**src/rtl/calc_pkg.sv**
```systemverilog
// Shared constants for the calc front end: clock rate, debounce window and
// operation-select bit positions.
package calc_pkg;
  localparam int CLK_HZ          = 100_000_000;
  localparam int DEBOUNCE_MS     = 10;
  localparam int DEBOUNCE_CYCLES = (CLK_HZ / 1000) * DEBOUNCE_MS;
  localparam int SYNC_STAGES     = 2;

  // Index of each button inside the conditioner's debounced button vector.
  localparam int OP_BIT_R   = 0;
  localparam int OP_BIT_C   = 1;
  localparam int OP_BIT_L   = 2;
  localparam int BTN_BIT_D  = 3;
  localparam int NUM_BTNS   = 4;
  localparam int SW_W       = 16;
endpackage

```
**src/rtl/btn_debounce.sv**
```systemverilog
// One-bit synchronizer followed by a saturating-window debouncer; the output
// flips only after DEBOUNCE_CYCLES consecutive disagreeing samples.
module btn_debounce
  import calc_pkg::*;
#(
  parameter int DEBOUNCE_CYCLES = calc_pkg::DEBOUNCE_CYCLES,
  parameter int SYNC_STAGES     = calc_pkg::SYNC_STAGES
) (
  input  logic clk,
  input  logic rst,
  input  logic i_raw,
  output logic o_stable
);
  localparam int CW = $clog2(DEBOUNCE_CYCLES + 1);
  localparam logic [CW-1:0] CNT_LAST = CW'(DEBOUNCE_CYCLES - 1);

  logic [SYNC_STAGES-1:0] r_sync;
  logic [CW-1:0]          r_cnt;
  logic                   r_stable;
  logic                   w_sync;

  assign w_sync   = r_sync[SYNC_STAGES-1];
  assign o_stable = r_stable;

  always_ff @(posedge clk or posedge rst) begin
    if (rst) begin
      r_sync   <= '0;
      r_cnt    <= '0;
      r_stable <= 1'b0;
    end else begin
      r_sync <= {r_sync[SYNC_STAGES-2:0], i_raw};
      // Any agreement restarts the window, so short bounces never land.
      if (w_sync == r_stable) begin
        r_cnt <= '0;
      end else if (r_cnt == CNT_LAST) begin
        r_stable <= w_sync;
        r_cnt    <= '0;
      end else begin
        r_cnt <= r_cnt + 1'b1;
      end
    end
  end
endmodule

```
**src/rtl/btn_conditioner.sv**
```systemverilog
// Debounces the four buttons, synchronizes the switches and emits one
// op_valid strobe per btnd press with a coherent snapshot of selects/switches.
module btn_conditioner
  import calc_pkg::*;
#(
  parameter int DEBOUNCE_CYCLES = calc_pkg::DEBOUNCE_CYCLES,
  parameter int SYNC_STAGES     = calc_pkg::SYNC_STAGES
) (
  input  logic        clk,
  input  logic        btnu,
  input  logic        btnl,
  input  logic        btnc,
  input  logic        btnr,
  input  logic        btnd,
  input  logic [15:0] sw,
  output logic        op_valid,
  output logic        op_l,
  output logic        op_c,
  output logic        op_r,
  output logic [15:0] op_sw
);
  logic [NUM_BTNS-1:0] w_raw;
  logic [NUM_BTNS-1:0] w_stable;
  logic [SYNC_STAGES-1:0][SW_W-1:0] r_sw_sync;
  logic [SW_W-1:0]     w_sw;
  logic                r_btnd_prev;
  logic                w_rise;
  logic                r_op_valid;
  logic                r_op_l, r_op_c, r_op_r;
  logic [SW_W-1:0]     r_op_sw;

  always_comb begin
    w_raw            = '0;
    w_raw[OP_BIT_L]  = btnl;
    w_raw[OP_BIT_C]  = btnc;
    w_raw[OP_BIT_R]  = btnr;
    w_raw[BTN_BIT_D] = btnd;
  end

  for (genvar i = 0; i < NUM_BTNS; i++) begin : g_db
    btn_debounce #(
      .DEBOUNCE_CYCLES(DEBOUNCE_CYCLES),
      .SYNC_STAGES    (SYNC_STAGES)
    ) u_db (
      .clk     (clk),
      .rst     (btnu),
      .i_raw   (w_raw[i]),
      .o_stable(w_stable[i])
    );
  end

  assign w_sw   = r_sw_sync[SYNC_STAGES-1];
  assign w_rise = w_stable[BTN_BIT_D] & ~r_btnd_prev;

  always_ff @(posedge clk or posedge btnu) begin
    if (btnu) begin
      r_sw_sync   <= '0;
      r_btnd_prev <= 1'b0;
      r_op_valid  <= 1'b0;
      r_op_l      <= 1'b0;
      r_op_c      <= 1'b0;
      r_op_r      <= 1'b0;
      r_op_sw     <= '0;
    end else begin
      r_sw_sync   <= {r_sw_sync[SYNC_STAGES-2:0], sw};
      r_btnd_prev <= w_stable[BTN_BIT_D];
      r_op_valid  <= w_rise;
      // Snapshot is taken from the rise cycle itself; no extra alignment.
      if (w_rise) begin
        r_op_l  <= w_stable[OP_BIT_L];
        r_op_c  <= w_stable[OP_BIT_C];
        r_op_r  <= w_stable[OP_BIT_R];
        r_op_sw <= w_sw;
      end
    end
  end

  assign op_valid = r_op_valid;
  assign op_l     = r_op_l;
  assign op_c     = r_op_c;
  assign op_r     = r_op_r;
  assign op_sw    = r_op_sw;
endmodule

```
**config.mk**
```make
export PLATFORM = sky130hd
export DESIGN_NAME = btn_conditioner
export DESIGN_NICKNAME = d
export VERILOG_FILES = /design/src/rtl/calc_pkg.sv /design/src/rtl/btn_debounce.sv /design/src/rtl/btn_conditioner.sv
export SDC_FILE = /design/constraint.sdc
export NUM_CORES = 1
export LEC_CHECK = 0
export ABC_AREA = 1
export CAP_MARGIN = 15
export CORE_MARGIN = 10
export CORE_UTILIZATION = 26
export DETAILED_ROUTE_END_ITERATION = 10
export HOLD_SLACK_MARGIN = 0.05
export SLEW_MARGIN = 20
export SYNTH_ARGS = -nofsm -noshare
export SYNTH_HDL_FRONTEND = slang
export SYNTH_HIERARCHICAL = 1
export SYNTH_SLANG_ARGS = --single-unit
export TNS_END_PERCENT = 1
```
**constraint.sdc**
```tcl
create_clock -name clk -period 3.3 [get_ports clk]
set_input_delay 0.495 -clock clk [delete_from_list [all_inputs] [get_ports clk]]
set_output_delay 0.495 -clock clk [all_outputs]
set_load 0.02 [all_outputs]
```
==> flow_summary.toml <==
[die]
rows = 60
die_h_um = 184.1
ioPinCount = 42
start_util_pct = 26.21
dieArea_um2 = 33900
fp.dieW_um = 184.1
core_um2 = 26730

[synthesis]
synth_area_um2 = 7004
ys_warn_count = 6
postSynth.topFlopCell = "dfrtp_1"
ys_seq_elements = 145
synth_edf_count = 0
synth_cells = 768
synth_cell_types = 29
ys_seq_area_share_pct = 51.80
synth_fp_nets = 794
avgSynthCellArea_um2 = 9.120
synthArstFlopShare_pct = 100.0

[timing]
finalClockSkew_ps = 14.13
period_share_pct = 58.50
finalCriticalPeriod_ps = 1930
fin_setup_tns_ps = 0
report.final.slew_viol_count = 0
slew_headroom_pct = 38.41
tightest_slew_ps = 922.8
rsz0062_at_grt = "no"
setup_viol = 0
finalHoldViolations = 0
holdWs_ps = 343.7
max_freq_mhz = 518.0

[outcome]
status = "completed"

[clocking]
cts_buffer_depth = 2
clkTransAtPathRegs_ps = 60
htreeDepth = 4
cts_tree = "built"
cts_root_buf = "clkbuf_16"
clkLatencyLatePin_ps = 430
ctsHoldBuffers = 0
cts_resized = 0
post_cts_buffers = 0
numCtsBuffers = 17
numClockSinks = 145

[critical_path]
start_kind = "flip-flop"
crit_path_start = "op_l$_DFFE_PP0P_"
end_kind = "output pin"
crit_path_max_fanout = 2
critical_path_depth = 1
slowest_delay_ps = 620
crit_slowest_cell = "clkdlybuf4s50_1"
rr_worst_depth = 4
r2r_start = "g_db[3].u_db/o_stable$_DFFE_PP0P_"
crit_arrival_ps = 1440
required_ps = 2800
crit_type = "reg -> out"
crit_family = "buffers and inverters"
cp_cell_sequence = "clkdlybuf4s50_1"
worstPathBufferInverterCount = 1

[place]
gp_congestion = 0.8207
place_area_um2 = 7786
dp_hpwl_um = 10620
port_buffers = 41

[power_and_ir_drop]
p_per_area_nw_per_um2 = 457.8
pwr-share-clk_pct = 49.1
seq_power_share_pct = 47.8
p_int_mw = 2.978
p_comb_share_pct = 3.1
p_sw_uw = 854.2
netSwitchingFraction_pct = 22.29
power_leakage_nw = 3.582
peakVddDrop_mv = 0.3322

[cells_and_area]
syn_to_final_growth_pct = 19.52
final_common_cell = "dfrtp_1"
drive_gt1_share_pct = 19.47
fin_area_um2 = 8372
num_antenna_cells = 0
finalNetCount = 850
utilization_pct = 31.32
final_cell_mix = "145 x dfrtp_1, 144 x nor2_1, 123 x nand2_1"

[global_route]
grt_overflow = 0
track_usage_pct = 9.170
grt_max_degree = 46
antenna_found_initial = 0
grt_pass1_wl_um = 25210
grt_pass1_vias = 5134

[route]
drc_errors = 0
wl_um = 14510
avgViaCountPerCell = 4.247
postRouteAntennaNets = 0
initialDrtViolationCount = 296
vias = 5003
detail_route.wl_per_cell_um = 12.32
drt_pass1_iterations = 4

[job]
maxCapViolCount = 0

[hold_path]
hold_path_class = "reg -> reg"
hp-start = "r_sw_sync[5]$_DFF_PP0_"
holdPathStages = 0
-- cell families (layout without fill, tap and decap cells) --
logic type	after synthesis	in the layout	synth area share (%)
AOI/OAI and AO/OA	28	28	2.001
xor gates and xnor gates	40	40	5.431
adders and majority gates	4	4	0.7146
buffers and inverters	77	146	4.805
DFF	145	145	51.80
and+or+nand+nor	474	474	35.24
-- synthesized netlist by cell type (9+ instances only) --
cell type	count	area (um2)
inv_1	62	232.7
xor2_1	28	245.2
nor2_4	24	270.3
nand3_1	63	315.3
nand4_1	16	100.1
nand2_1	123	461.7
dfrtp_1	145	3628
inv_2	9	33.78
nor2_1	144	540.5
nand2_2	36	225.2
o21ai_1	16	80.08
nor2_2	24	150.1
-- power groups by stage --
stage	Combinational [mW]	Clock (mW)	Sequential (mW)
2_1_floorplan	0.0717	0	1.86
6_report	0.120	1.88	1.83
3_5_place_dp	0.125	0	1.86
5_1_grt	0.138	2.01	1.83
4_1_cts	0.126	1.93	1.83
3_3_place_gp	0.124	0	1.86
-- per-layer routing --
metal,part of all wire [%],vias up,global-route usage (%)
met5,0,-,0
met4,1.5,0,3.671
met3,4.4,15,2.402
met2,47,80,14.77
met1,47,2361,11.45
li1,-,2547,-
-- state kept, by name (all words and copies together), names as in the netlist --
signal,count
op_r,1
op_valid,1
g_db.u_db/r_sync,8
w_sw,16
op_sw,16
r_sw_sync,16
op_l,1
op_c,1
g_db.u_db/o_stable,4
r_btnd_prev,1
g_db.u_db/r_cnt,80
-- metrics by stage --
stage          power [mW]  setup slack (ps)  cells
2_1_floorplan       1.931              1519    768
3_3_place_gp        1.987              1243   1146
3_5_place_dp        1.990              1265   1146
4_1_cts             3.888              1343   1178
5_1_grt             3.983              1316   1178
6_report            3.833              1370   1178
-- layout make-up --
cell class | instances | area (um2)
repair buffers | 43 | 425.4
clock buffers | 22 | 484.2
fillers | 2787 | 18350
multi-input cells | 546 | 3039
flip-flops and latches | 145 | 3628
inverters | 71 | 266.5
well taps | 341 | 426.7
clock inverters | 10 | 101.3
-- final timing paths --
| kind | end | slack, ps |
|---|---|---|
| min in group asynchronous | g_db[3].u_db/r_cnt[16]$_DFF_PP0_ | 830 |
| worst min register to register | w_sw[5]$_DFF_PP0_ | 340 |
| worst max-delay path | op_l | 1370 |
| worst max register to register | op_sw[11]$_DFFE_PP0P_ | 1760 |
| worst min-delay path | w_sw[5]$_DFF_PP0_ | 340 |
| max in group asynchronous | op_sw[4]$_DFFE_PP0P_ | 1780 |
Note: power is estimated with default switching activity, not from simulation.
==> edit 1: new RTL, same flow settings <==
The output `op_valid` loses its register stage (`r_op_valid` becomes a continuous assignment).
--- a/src/rtl/btn_conditioner.sv
+++ b/src/rtl/btn_conditioner.sv
@@ -56,7 +56,6 @@
     if (btnu) begin
       r_sw_sync   <= '0;
       r_btnd_prev <= 1'b0;
-      r_op_valid  <= 1'b0;
       r_op_l      <= 1'b0;
       r_op_c      <= 1'b0;
       r_op_r      <= 1'b0;
@@ -64,7 +63,6 @@
     end else begin
       r_sw_sync   <= {r_sw_sync[SYNC_STAGES-2:0], sw};
       r_btnd_prev <= w_stable[BTN_BIT_D];
-      r_op_valid  <= w_rise;
       // Snapshot is taken from the rise cycle itself; no extra alignment.
       if (w_rise) begin
         r_op_l  <= w_stable[OP_BIT_L];
@@ -75,6 +73,8 @@
     end
   end
 
+  assign r_op_valid = w_rise;
+
   assign op_valid = r_op_valid;
   assign op_l     = r_op_l;
   assign op_c     = r_op_c;
Check against the original RTL: same outputs for any inputs over 10 cycles, from zero or initial values; that may be too few to reach the edited logic, so the function may still have changed.
==> edit 1 against the unedited design <==
Register-to-register slack improved by 30 ps; synthesized area is 0.36% lower; wire length increased by 2.0%; sequential cell count fell by 1; power down 0.56%; first-iteration DRC count is 18% higher; die area fell by 0.32%; global-route usage up 0.082 points; worst setup slack lost 450 ps; sequential share of layout area is essentially flat; design area down 0.60%; highest routed layer unchanged.
==> edit 1: results (changes against the unedited design) <==
peak supply drop=0.355 mV (was 0.332 mV); CP endpoint=op_valid (was op_l); drt initial violations=348 (was 296); leakage power=3.56 nW (was 3.58 nW); status=complete, no violations (unchanged); Worst EP arrival=1880 ps (was 1440 ps); reg2reg path depth=6 (was 4); met2 Track Usage GR=14.4% (was 14.8%); class of the worst hold path=flip-flop to flip-flop (unchanged); hpwl dp=10800 µm (was 10600 µm); Reg-to-Reg End=g_db[1].u_db/r_cnt[5]$_DFF_PP0_ (was op_sw[11]$_DFFE_PP0P_); Synth Area in Compound Gates=2.01% (was 2.00%); post-synthesis mux area share=0% (unchanged); Worst path max stage delay=600 ps (was 620 ps); final setup margin=920 ps (was 1370 ps); Total GRT Usage=9.25% (was 9.17%); WHS Endpoint=w_sw[13]$_DFF_PP0_ (was w_sw[5]$_DFF_PP0_); Post-Synth Adder-Cell Area=0.717% (was 0.715%); vias in the first global route=4886 (was 5134); clk_skew=3.78 ps (was 14.1 ps); first-pass GRT wire length=24900 µm (was 25200 µm); Placed Cells=1139 (was 1146); Least-Margin Pin Slew=920 ps (was 923 ps); average wire per standard cell=12.6 µm (was 12.3 µm); met1 WL=7080 µm (was 6860 µm); hold path startpoint=r_sw_sync[13]$_DFF_PP0_ (was r_sw_sync[5]$_DFF_PP0_); Reg2Reg Setup Slack=1790 ps (was 1760 ps); Max Fanout on Critical Path=20 (was 2); commonest cells in the netlist=dfrtp_1, nor2_1, nand2_1 (unchanged); Vias/cell=4.27 (was 4.25); Crit. Startpoint=r_btnd_prev$_DFF_PP0_ (was op_l$_DFFE_PP0P_); Post-Synthesis Cells=767 (was 768); largest net degree at the start of global routing=53 (was 46); Synth Area in XOR/XNOR=5.45% (was 5.43%); pre-CTS setup slack=1300 ps (was 1270 ps); diode count=0 (unchanged); synthesized net count=793 (was 794); layout cells sized above 1=19.4% (was 19.5%); Crit Reg-Reg Startpoint=g_db[1].u_db/r_cnt[0]$_DFF_PP0_ (was g_db[3].u_db/o_stable$_DFFE_PP0P_); met2 wire length=6940 µm (was 6790 µm); Seq/Total Area, Yosys=51.6% (was 51.8%); GR Util met1=11.7% (was 11.4%); routed length on met3=546 µm (was 639 µm); nets=849 (was 850); Finished Layout Cells=1170 (was 1178); minimum hold slack=347 ps (was 344 ps)
==> edit 1: cell count changes in the layout (fill, tap and decap cells not counted) <==
cell / before / now
inv_2: 10 / 9
clkbuf_8: 4 / 0
inv_6: 2 / 3
bufinv_16: 1 / 2
clkinv_2: 1 / 5
clkinv_4: 3 / 1
dfrtp_1: 145 / 144
==> edit 1: layout make-up <==
type                    count  area (µm²)  area share (%)
clock inverters            13         138            1.65
multi-input cells         546        3040            36.5
inverters                  71         268            3.22
repair buffers             43         425            5.11
clock buffers              18         429            5.16
well taps                 335         419            5.04
flip-flops and latches    144        3600            43.3
==> edit 1: where the power goes <==
group          switching, mW  internal [mW]
Combinational         0.0803         0.0394
Sequential            0.0166           1.80
Clock                  0.763           1.11
Total                  0.860           2.95
==> edit 1: cell families (layout without fill, tap and decap cells) <==
group,count (synthesis),after routing
buffers and inverters,77,145
DFF,144,144
and+or+nand+nor,474,474
xor gates and xnor gates,40,40
adders and majority gates,4,4
AOI/OAI and AO/OA,28,28
==> edit 2: new RTL, same flow settings <==
Made on the original files. Add an input register stage for `btnl`, `btnc`, `btnr`, `btnd` and `sw`, without a reset; this delays them by one clock.
--- a/src/rtl/btn_conditioner.sv
+++ b/src/rtl/btn_conditioner.sv
@@ -19,6 +19,21 @@
   output logic        op_r,
   output logic [15:0] op_sw
 );
+
+  logic btnl_q;
+  logic btnc_q;
+  logic btnr_q;
+  logic btnd_q;
+  logic [15:0] sw_q;
+
+  always_ff @(posedge clk) begin
+    btnl_q <= btnl;
+    btnc_q <= btnc;
+    btnr_q <= btnr;
+    btnd_q <= btnd;
+    sw_q   <= sw;
+  end
+
   logic [NUM_BTNS-1:0] w_raw;
   logic [NUM_BTNS-1:0] w_stable;
   logic [SYNC_STAGES-1:0][SW_W-1:0] r_sw_sync;
@@ -31,10 +46,10 @@
 
   always_comb begin
     w_raw            = '0;
-    w_raw[OP_BIT_L]  = btnl;
-    w_raw[OP_BIT_C]  = btnc;
-    w_raw[OP_BIT_R]  = btnr;
-    w_raw[BTN_BIT_D] = btnd;
+    w_raw[OP_BIT_L]  = btnl_q;
+    w_raw[OP_BIT_C]  = btnc_q;
+    w_raw[OP_BIT_R]  = btnr_q;
+    w_raw[BTN_BIT_D] = btnd_q;
   end
 
   for (genvar i = 0; i < NUM_BTNS; i++) begin : g_db
@@ -62,7 +77,7 @@
       r_op_r      <= 1'b0;
       r_op_sw     <= '0;
     end else begin
-      r_sw_sync   <= {r_sw_sync[SYNC_STAGES-2:0], sw};
+      r_sw_sync   <= {r_sw_sync[SYNC_STAGES-2:0], sw_q};
       r_btnd_prev <= w_stable[BTN_BIT_D];
       r_op_valid  <= w_rise;
       // Snapshot is taken from the rise cycle itself; no extra alignment.
Behaviour: no difference found for any inputs over 10 cycles, from zero or initial values; that may be too few to reach the edited logic, so the function may still have changed.
==> edit 2 against the unedited design <==
Wire length is 3.7% higher; global-route usage is 0.24 points lower; synthesized area is 5.7% higher; sequential share of layout area is 2.5 points higher; non-clock buffer count stayed put; via count is 2.7% higher; final cell count is 4.8% higher; first-iteration DRC count is 34% higher; die area is 5.1% higher; worst setup slack worse by 29 ps; design area is 4.9% higher; power is 5.7% higher; count of clock-buffer cells in the layout is 1 lower; sequential cell count is 20 higher; largest cell class unchanged; largest power group is now sequential cells.
==> edit 2: results (changes against the unedited design) <==
Clk power=1.84 mW (was 1.88 mW); Post-Synthesis Cells=788 (was 768); total vias in the final route=5136 (was 5003); # rows=61 (was 60); hpwl dp=11200 µm (was 10600 µm); leakage power=3.72 nW (was 3.58 nW); met2 Track Usage GR=13.8% (was 14.8%); status=complete, no violations (unchanged); Comb pwr share=2.9% (was 3.1%); P_sw=0.899 mW (was 0.854 mW); # clk buffers=21 (was 22); Finished Layout Cells=1235 (was 1178); Reg-to-Reg End=op_sw[2]$_DFFE_PP0P_ (was op_sw[11]$_DFFE_PP0P_); sequential share of cell area=45.9% (was 43.3%); Area after DPL=0.00823 mm² (was 0.00779 mm²); Worst EP arrival=1460 ps (was 1440 ps); Worst path max stage delay=640 ps (was 620 ps); Detailed Routing Iterations Pass 1=7 (was 4); met1 WL=7300 µm (was 6860 µm); Data buffer area share=4.84% (was 5.08%); P&R area growth vs syn=18.6% (was 19.5%); met2 wire length=6920 µm (was 6790 µm); top cells by area, synth=dfrtp_1, nor2_1, nand2_1 (unchanged); fill cell count=2936 (was 2787); hold path startpoint=sw_q[11]$_DFF_P_ (was r_sw_sync[5]$_DFF_PP0_); largest net degree at the start of global routing=31 (was 46)
edit 2: worst max path at each step:
stage / start / to / slack [ps] / depth (start not counted)
final: op_sw[2]$_DFFE_PP0P_ / op_sw[2] / 1340 / 1
after global routing: g_db[3].u_db/o_stable$_DFFE_PP0P_ / op_sw[8]$_DFFE_PP0P_ / 1190 / 3
after CTS: op_l$_DFFE_PP0P_ / op_l / 1300 / 1
after detailed placement: btnu / g_db[2].u_db/r_cnt[5]$_DFF_PP0_ / 1410 / 2
after global placement: btnu / g_db[2].u_db/r_cnt[4]$_DFF_PP0_ / 1420 / 2
after floorplan: btnu / op_c$_DFFE_PP0P_ / 1520 / 1
edit 2: cell families after synthesis:
group	count (synthesis)	synth area share, %
AOI/OAI and AO/OA	28	1.89
buffers and inverters	77	4.55
DFF	165	54.4
adders and majority gates	4	0.676
xor gates and xnor gates	40	5.14
and+or+nand+nor	474	33.3
